File: src/rtl/parity_arbiter.sv
// ---------------------------------------------------------------------------
// parity_arbiter
//
// Purpose:
//   Lets NREQ protected-storage clients share one combinational parity
//   generator. A round-robin arbiter picks one requester per cycle, the
//   chosen word goes through the single Parity instance, and the result is
//   returned as a registered response tagged with the requester index.
//   Parity mismatches are counted in a saturating error counter that the
//   error-reporting logic can read and clear.
//
// Modules in this file:
//   Parity          combinational parity of a WIDTH-bit word (even or odd)
//   parity_arbiter  top level: arbiter, grant mux, response register,
//                   error counter
//
// Port summary (parity_arbiter):
//   clk        in   1             clock, all state changes on posedge
//   rst        in   1             synchronous active-high reset
//   req_valid  in   NREQ          per-requester request valid
//   req_ready  out  NREQ          per-requester accept, one-hot or zero
//   req_data   in   NREQ*WIDTH    requester i at [i*WIDTH +: WIDTH]
//   req_check  in   NREQ          1 = compare parity against req_exp
//   req_exp    in   NREQ          expected parity bit per requester
//   rsp_valid  out  1             response register holds a result
//   rsp_ready  in   1             consumer takes the response
//   rsp_id     out  $clog2(NREQ)  requester that produced the response
//   rsp_parity out  1             computed parity of the granted word
//   rsp_err    out  1             checked and computed != expected
//   err_clr    in   1             synchronous clear of err_count
//   err_count  out  CNT_WIDTH     saturating count of erroring responses
// ---------------------------------------------------------------------------

// ---------------------------------------------------------------------------
// Parity
//   data_i    in   WIDTH  word to protect
//   parity_o  out  1      XOR of all bits (ODD=0) or XNOR of all bits (ODD=1)
// ---------------------------------------------------------------------------
module Parity #(
    parameter int WIDTH = 8,
    parameter int ODD   = 0
) (
    input  logic [WIDTH-1:0] data_i,
    output logic             parity_o
);

    localparam logic OddSense = (ODD != 0);

    // Odd sense is the even parity inverted.
    assign parity_o = (^data_i) ^ OddSense;

endmodule

module parity_arbiter #(
    parameter int WIDTH     = 8,
    parameter int NREQ      = 4,
    parameter int CNT_WIDTH = 8,
    parameter int ODD       = 0
) (
    input  logic                                         clk,
    input  logic                                         rst,
    input  logic [NREQ-1:0]                              req_valid,
    output logic [NREQ-1:0]                              req_ready,
    input  logic [NREQ*WIDTH-1:0]                        req_data,
    input  logic [NREQ-1:0]                              req_check,
    input  logic [NREQ-1:0]                              req_exp,
    output logic                                         rsp_valid,
    input  logic                                         rsp_ready,
    output logic [((NREQ > 1) ? $clog2(NREQ) : 1)-1:0]   rsp_id,
    output logic                                         rsp_parity,
    output logic                                         rsp_err,
    input  logic                                         err_clr,
    output logic [CNT_WIDTH-1:0]                         err_count
);

    localparam int IDW = (NREQ > 1) ? $clog2(NREQ) : 1;
    localparam logic [IDW-1:0] LastIdx = IDW'(NREQ - 1);

    // Registered state
    logic [IDW-1:0]       ptr_q,       ptr_d;
    logic                 rspValid_q,  rspValid_d;
    logic [IDW-1:0]       rspId_q,     rspId_d;
    logic                 rspParity_q, rspParity_d;
    logic                 rspErr_q,    rspErr_d;
    logic [CNT_WIDTH-1:0] errCount_q,  errCount_d;

    // Arbitration and grant-mux signals
    logic                 grantFound;
    logic [IDW-1:0]       grantIdx;
    logic [IDW-1:0]       candIdx;
    int                   candSum;
    logic                 space;
    logic                 accept;
    logic [NREQ-1:0]      reqReady;
    logic [WIDTH-1:0]     selWord;
    logic                 selCheck;
    logic                 selExp;
    logic                 selParity;
    logic                 selErr;

    // Round-robin search: walk the requesters starting at the pointer and
    // wrapping past the last index; the first one with valid set wins.
    always_comb begin
        grantFound = 1'b0;
        grantIdx   = '0;
        candIdx    = '0;
        candSum    = 0;
        for (int k = 0; k < NREQ; k++) begin
            candSum = (int'(ptr_q) + k) % NREQ;
            candIdx = IDW'(candSum);
            if (!grantFound && req_valid[candIdx]) begin
                grantFound = 1'b1;
                grantIdx   = candIdx;
            end
        end
    end

    // The response register can take a new word when it is empty or is
    // being drained on this same edge, so full-rate streaming needs no
    // bubble. Reset suppresses every grant.
    assign space  = !rspValid_q || rsp_ready;
    assign accept = !rst && grantFound && space;

    always_comb begin
        reqReady = '0;
        if (!rst && grantFound) begin
            reqReady[grantIdx] = space;
        end
    end

    assign req_ready = reqReady;

    // Grant mux: only the winner's word, check flag and expected bit are
    // routed to the shared parity generator.
    always_comb begin
        selWord  = '0;
        selCheck = 1'b0;
        selExp   = 1'b0;
        for (int i = 0; i < NREQ; i++) begin
            if (grantIdx == IDW'(i)) begin
                selWord  = req_data[i*WIDTH +: WIDTH];
                selCheck = req_check[i];
                selExp   = req_exp[i];
            end
        end
    end

    Parity #(
        .WIDTH (WIDTH),
        .ODD   (ODD)
    ) u_parity (
        .data_i   (selWord),
        .parity_o (selParity)
    );

    assign selErr = selCheck && (selParity != selExp);

    // Response register and pointer next state. A drain without a new
    // grant only clears valid; the payload fields keep their last values.
    // Under backpressure nothing is accepted, so everything holds.
    always_comb begin
        ptr_d       = ptr_q;
        rspValid_d  = rspValid_q;
        rspId_d     = rspId_q;
        rspParity_d = rspParity_q;
        rspErr_d    = rspErr_q;
        if (accept) begin
            rspValid_d  = 1'b1;
            rspId_d     = grantIdx;
            rspParity_d = selParity;
            rspErr_d    = selErr;
            ptr_d       = (grantIdx == LastIdx) ? '0 : grantIdx + IDW'(1);
        end else if (rspValid_q && rsp_ready) begin
            rspValid_d = 1'b0;
        end
    end

    // Error counter: clear wins over a coincident increment, and the count
    // sticks at all-ones instead of wrapping.
    always_comb begin
        errCount_d = errCount_q;
        if (err_clr) begin
            errCount_d = '0;
        end else if (accept && selErr && (errCount_q != {CNT_WIDTH{1'b1}})) begin
            errCount_d = errCount_q + CNT_WIDTH'(1);
        end
    end

    // State registers. Reset discards any pending response without a
    // handshake and restarts the arbitration search at requester 0.
    always_ff @(posedge clk) begin
        if (rst) begin
            ptr_q       <= '0;
            rspValid_q  <= 1'b0;
            rspId_q     <= '0;
            rspParity_q <= 1'b0;
            rspErr_q    <= 1'b0;
            errCount_q  <= '0;
        end else begin
            ptr_q       <= ptr_d;
            rspValid_q  <= rspValid_d;
            rspId_q     <= rspId_d;
            rspParity_q <= rspParity_d;
            rspErr_q    <= rspErr_d;
            errCount_q  <= errCount_d;
        end
    end

    assign rsp_valid  = rspValid_q;
    assign rsp_id     = rspId_q;
    assign rsp_parity = rspParity_q;
    assign rsp_err    = rspErr_q;
    assign err_count  = errCount_q;

endmodule

File: config.mk
export PLATFORM = sky130hd
export DESIGN_NAME = parity_arbiter
export DESIGN_NICKNAME = d
export VERILOG_FILES = /design/src/rtl/parity_arbiter.sv
export SDC_FILE = /design/constraint.sdc
export NUM_CORES = 1
export LEC_CHECK = 0
export CELL_PAD_IN_SITES_DETAIL_PLACEMENT = 0
export CELL_PAD_IN_SITES_GLOBAL_PLACEMENT = 2
export CORE_AREA = 2 2 84 86
export DETAILED_ROUTE_END_ITERATION = 8
export DIE_AREA = 0 0 86 88
export GPL_TIMING_DRIVEN = 1
export PLACE_DENSITY = 0.82
export SYNTH_ARGS = -nofsm -noshare
export SYNTH_HDL_FRONTEND = slang
export SYNTH_SLANG_ARGS = --single-unit
File: constraint.sdc
create_clock -name clk -period 4.03 [get_ports clk]
set_input_delay 0.403 -clock clk [delete_from_list [all_inputs] [get_ports clk]]
set_output_delay 0.403 -clock clk [all_outputs]
set_load 0.02 [all_outputs]
==> results.cfg, run 1 <==
[worst_setup_path]
worstSetupPathType = input port to flip-flop
r2r-end = err_count[6]
arrival_ps = 3820
critical_path.max_fanout = 8
required_ps = 4170
cp-start-kind = input port
critPathCaptureType = flip-flop
worst-r2r-setup-slack_ps = 620
worstReg2RegStart = ptr_q[0]
ff2ff_path_depth = 13

[die]
core_area_um2 = 6640
num_rows = 30
dieWidth_um = 86
die_h_um = 88
initial_utilization_pct = 23.6
boundaryPins = 65
die_area_um2 = 7570

[synth]
synth_xor_area_share_pct = 8.92
synthMuxAreaShare_pct = 3.82
synth_top_area_share_pct = 19.1
synth-edff-count = 0
async_reset_ff_share_pct = 0
ys_warn_count = 0
synth.distinct_cells = 51
syn_inst = 182
synth_top_family_by_area = compound AO/OA/AOI/OAI gates
syn-num-nets = 235
synthesis.area_um2 = 1570
yosys_register_bits = 15
synthAdderAreaFrac_pct = 3.98
synth-seq-area-share_pct = 19.1
synth_area_leaders = dfxtp_1 19%, a211oi_2 4.8%, nand2_1 4.5%
ys.flop_type = dfxtp_1
syn_avg_cell_area_um2 = 8.63
yosysTopAreaCell = dfxtp_1
synth-simple-area-share_pct = 24.9
synth-compound-area-share_pct = 33.9

[global_routing]
grt_start_max_net_pins = 15
antenna_found_initial = 0
grt_pass1_vias = 1615
grt_pass1_wl_um = 7390
grt_overflow_total = 0
track_usage_pct = 12.1

[placed_design]
gp_congestion = 0.854
dp.cells = 327
dp_worst_setup_slack_ps = 76.0
port_buffers = 64
place_hpwl_um = 3710
dpl-instance-area_um2 = 2310

[hold_path]
min_from = rsp_id[0]
hold_path_class = flip-flop to flip-flop
holdPathStages = 2
min_to = rsp_id[0]

[route]
drt_iter0_markers = 43
wl_um = 4620
viasPerCell = 4.97
wl_per_cell_um = 14.0
post-route-drc-count = 0
num_vias = 1644
drtPass1Iterations = 4
antenna_left = 0

[sta]
min_period_over_period_pct = 91.3
setup_ws_ps = 351
hold_violations = 0
max_freq_mhz = 272
rsz0062_at_grt = no
fin_skew_ps = 5.53
worst_pin_slew_ps = 572
drv_slew = 0
fin_tns_setup_ps = 0
slew_headroom_pct = 61.8
setup_viol = 0
fin_crit_ps = 3680

[power_and_ir_drop]
ir_drop_uv = 151
p_leak_nw = 0.837
power_density_nw_per_um2 = 460

[clock_tree]
worstSkewPairLatency_ps = 250
hold_buffers = 0
cts_tree = done
max-clock-path-buffers = 2
cts.sinks = 15
cts_resized = 0
cts_made_buffers = 3
cts_setup_buffers = 0
cts_root_buf = clkbuf_8
cts_htree_levels = 1
clk_pin_slew_ps = 70

[status]
status = finished clean

[finish]
drive_gt1_share_pct = 15.9
layoutNonFillerInstCount = 331
area_growth_pct = 50.0
fin_area_um2 = 2350
antenna_cells = 0
nets = 305

[flow_run]
drv_cap = 0
-- per-layer routing --
layer,vias up,part of all wire [%],global-route usage (%)
met3,7,6.7,2.07
met2,52,46,20.6
met1,751,46,15.5
li1,834,-,-
met4,0,1.3,3.61
met5,-,0,0
-- layout make-up --
| class | instances | area [um^2] |
|---|---|---|
| flip-flops and latches | 15 | 300 |
| inverters | 6 | 22.5 |
| clock inverters | 1 | 5.00 |
| fillers | 694 | 4290 |
| multi-input cells | 154 | 1180 |
| clock buffers | 3 | 41.3 |
| well taps | 80 | 100 |
| repair buffers | 72 | 701 |
-- logic make-up (layout without fill, tap and decap cells) --
logic type | count (synthesis) | count (layout)
AND/OR/NAND/NOR | 69 | 69
buffers and inverters | 13 | 82
multiplexers | 6 | 6
flip-flops | 15 | 15
XOR/XNOR | 16 | 16
AO/OA/AOI/OAI | 58 | 58
adder cells (fa/ha/maj) | 5 | 5
-- report_power, final --
group          switching (W)  internal (W)  total, W
logic               0.000442      0.000330  0.000772
registers          0.0000165      0.000168  0.000184
clock network      0.0000574     0.0000686  0.000126
-- placed cells by master (no fill, tap or decap), types with 2 or more instances in the layout --
cell type and count:
a211oi_2 6, a21oi_1 6, a221o_2 3, a221oi_1 7, a22o_2 4, a22oi_1 4
and2_1 4, buf_4 8, clkbuf_8 3, clkdlybuf4s50_1 64, dfxtp_1 15, ha_1 5
inv_1 6, mux2i_1 6, nand2_1 19, nand3_1 4, nand3b_1 5, nand4_1 4
nor2_1 9, nor2_2 3, nor2b_1 4, nor3_1 2, o211ai_1 6, o211ai_2 2
o21a_1 3, o21ai_0 4, o22ai_1 2, o31ai_1 2, or3_1 5, xnor2_1 8
xor2_1 8
-- registers in the layout (all words and copies together) (netlist names) --
| register | count |
|---|---|
| rsp_err | 1 |
| rsp_parity | 1 |
| ptr_q | 2 |
| err_count | 8 |
| rsp_id | 2 |
| rsp_valid | 1 |
-- worst max path at each step --
stage,startpoint,slack [ps],endpoint,cells after the start
2_1_floorplan,req_valid[1],780,err_count[6],12
3_3_place_gp,req_valid[1],110,err_count[6],14
3_5_place_dp,req_valid[1],80,err_count[1],14
4_1_cts,req_valid[1],320,err_count[6],14
5_1_grt,req_valid[0],40,err_count[0],15
6_report,req_valid[1],350,err_count[6],14
-- synth_stat cells, types with 3 or more instances --
cell and number:
a211oi_2 6, a21oi_1 6, a221o_2 3, a221oi_1 7, a22o_2 4, a22oi_1 4, and2_1 4, dfxtp_1 15
ha_1 5, inv_1 6, mux2i_1 6, nand2_1 19, nand3_1 4, nand3b_1 5, nand4_1 4, nor2_1 9
nor2_2 3, nor2b_1 4, o211ai_1 6, o21a_1 3, o21ai_0 4, or3_1 5, xnor2_1 8, xor2_1 8
-- through the flow --
step / total power (W) / util (%) / hold slack [ps]
2_1_floorplan: 0.000766 / - / 489
3_3_place_gp: 0.000955 / 34.7 / 459
3_5_place_dp: 0.000958 / 34.7 / 456
4_1_cts: 0.00109 / 35.4 / 469
5_1_grt: 0.00117 / 35.4 / 497
6_report: 0.00108 / 35.4 / 465
-- critical path, cell delays in order --
cell	delay [ps]
clkdlybuf4s50_1	510
inv_1	70
a21oi_1	130
nor2_1	50
a221oi_1	270
nand2b_1	150
ha_1	290
or2_1	340
a221o_2	360
a211oi_2	320
o211ai_2	220
a211oi_4	370
nor2_2	70
o221a_1	270
No activity file was read; power rests on OpenSTA's default activity.
==> run 2, diff against run 1 <==
==> constraint.sdc (replaced) <==
create_clock -name clk -period 4.03 [get_ports clk]
set_input_delay 0.403 -clock clk [delete_from_list [all_inputs] [get_ports clk]]
set_output_delay 0.403 -clock clk [all_outputs]
set_load 0.005 [all_outputs]
==> results of run 2 <==
The final DEF is identical to that of run 1. Status: finished clean.
Among the figures that moved: total power 0.00108 W -> 0.00106 W; worst IR drop on VDD 151 uV -> 147 uV
==> run 3, diff against run 2 <==
==> constraint.sdc (replaced) <==
create_clock -name clk -period 4.23 [get_ports clk]
set_input_delay 0.423 -clock clk [delete_from_list [all_inputs] [get_ports clk]]
set_output_delay 0.423 -clock clk [all_outputs]
set_load 0.005 [all_outputs]
==> run 3 against run 2 <==
Combinational power down 8.0%. Register-to-register slack improved by 120 ps. Via count is 1.6% lower. Critical path type unchanged. Sequential share of layout area up 0.17 points. Critical endpoint is now err_count[1]. Non-clock buffer count decreased by 4. Hold slack improved by 6.0 ps. Critical path depth did not move. Global-route usage shrank 0.26 points. Sequential cell count did not move. Sequential power is 4% lower. Power decreased by 7.2%. Largest power group unchanged.
==> results.cfg, run 3 (same netlist as run 1, synthesis figures left out) <==
[status]
status = finished clean

[placed_design]
gp_congestion = 0.700
place_hpwl_um = 3750
port_buffers = 64

[sta]
fin_crit_ps = 3780
worst_pin_slew_ps = 561
slew_headroom_pct = 62.6
rsz0062_at_grt = no
drv_slew = 0
fin_skew_ps = 5.82
min_period_over_period_pct = 89.4
hold_violations = 0
setup_viol = 0
max_freq_mhz = 264
fin_tns_setup_ps = 0

[global_routing]
grt_start_max_net_pins = 15
grt_pass1_wl_um = 7330
grt_pass1_vias = 1589
antenna_found_initial = 0
grt_busiest_layer = met2
track_usage_pct = 11.8
grt_overflow_total = 0
grt_use_met1_pct = 15.7
use_met2_pct = 20.4
use_met3_pct = 1.79

[route]
viasPerCell = 4.94
drt_iter0_markers = 37
drtPass1Iterations = 4
wl_um = 4600
wl_per_cell_um = 14.1
post-route-drc-count = 0
antenna_left = 0
num_vias = 1617

[clock_tree]
cts_root_buf = clkbuf_8
max-clock-path-buffers = 2
hold_buffers = 0
worstSkewPairLatency_ps = 240
cts_htree_levels = 1
cts_resized = 0
cts_tree = done
cts.sinks = 15
cts_made_buffers = 3
cts_setup_buffers = 0
clk_pin_slew_ps = 70

[worst_setup_path]
worstSetupPathType = input port to flip-flop
arrival_ps = 3920
required_ps = 4370
critical_path.max_fanout = 8
cp-start-kind = input port
critPathCaptureType = flip-flop

[die]
die_h_um = 88
boundaryPins = 65
die_area_um2 = 7570
initial_utilization_pct = 23.6
dieWidth_um = 86
num_rows = 30
core_area_um2 = 6640

[power_and_ir_drop]
power_density_nw_per_um2 = 424
totalPowerFinal_w = 0.000985
ir_drop_uv = 134
p_leak_nw = 0.814

[hold_path]
hold_path_class = flip-flop to flip-flop

[finish]
nets = 301
layout_common_cells = 64 x clkdlybuf4s50_1, 19 x nand2_1, 15 x dfxtp_1
largest_reg_flops = 8
antenna_cells = 0
area_growth_pct = 48.0
drive_gt1_share_pct = 14.2
fillCellCount = 694
final_common_cell = clkdlybuf4s50_1

[flow_run]
drv_cap = 0
run 3: cell type report:
type / instances / area [um^2] / share of cell area [%]
Sequential cell: 15 / 300 / 12.9
Tap cell: 80 / 100 / 4.31
Clock buffer: 4 / 45.0 / 1.94
Inverter: 6 / 22.5 / 0.969
Multi-Input combinational cell: 154 / 1180 / 51.0
Timing Repair Buffer: 68 / 671 / 28.9
run 3: per-layer routing:
layer  up-vias  share of wire (%)
met3         2                6.4
met1       737                 47
met4         0               0.26
li1        824                  -
met2        54                 47
met5         -                  0
run 3: power breakdown:
| group | switching, W | internal (W) | total [W] |
|---|---|---|---|
| combinational | 0.000393 | 0.000300 | 0.000692 |
| sequential | 0.0000167 | 0.000160 | 0.000176 |
| clock | 0.0000500 | 0.0000666 | 0.000117 |
| total | 0.000459 | 0.000526 | 0.000985 |
run 3: worst max-delay path, stage by stage:
cell	delay, ps
clkdlybuf4s50_1	520
inv_1	70
a21oi_1	120
nor2_1	50
a221oi_1	370
nand2b_1	170
ha_1	290
or2_1	340
a221o_2	360
a211oi_2	310
o211ai_2	210
a2111oi_4	480
or3_1	160
nand2_1	40
run 3: worst paths after layout:
path                                    from      endpoint  slack, ps  cells after the start
worst max-delay path            req_valid[1]  err_count[1]        450                     14
worst min-delay path               rsp_id[0]     rsp_id[0]        470                      2
worst max register to register      ptr_q[0]  err_count[1]        740                     13
worst min register to register     rsp_id[0]     rsp_id[0]        470                      2
run 3: per-stage QoR:
stage	cells	area, um^2	util [%]	setup WS [ps]	hold WS (ps)
finish	327	2320	35.0	446	471
global route	327	2320	35.0	115	507
CTS	327	2320	35.0	455	473
detailed placement	323	2280	34.3	192	459
global placement	323	2280	34.3	253	461
floorplan	182	1570	-	962	453
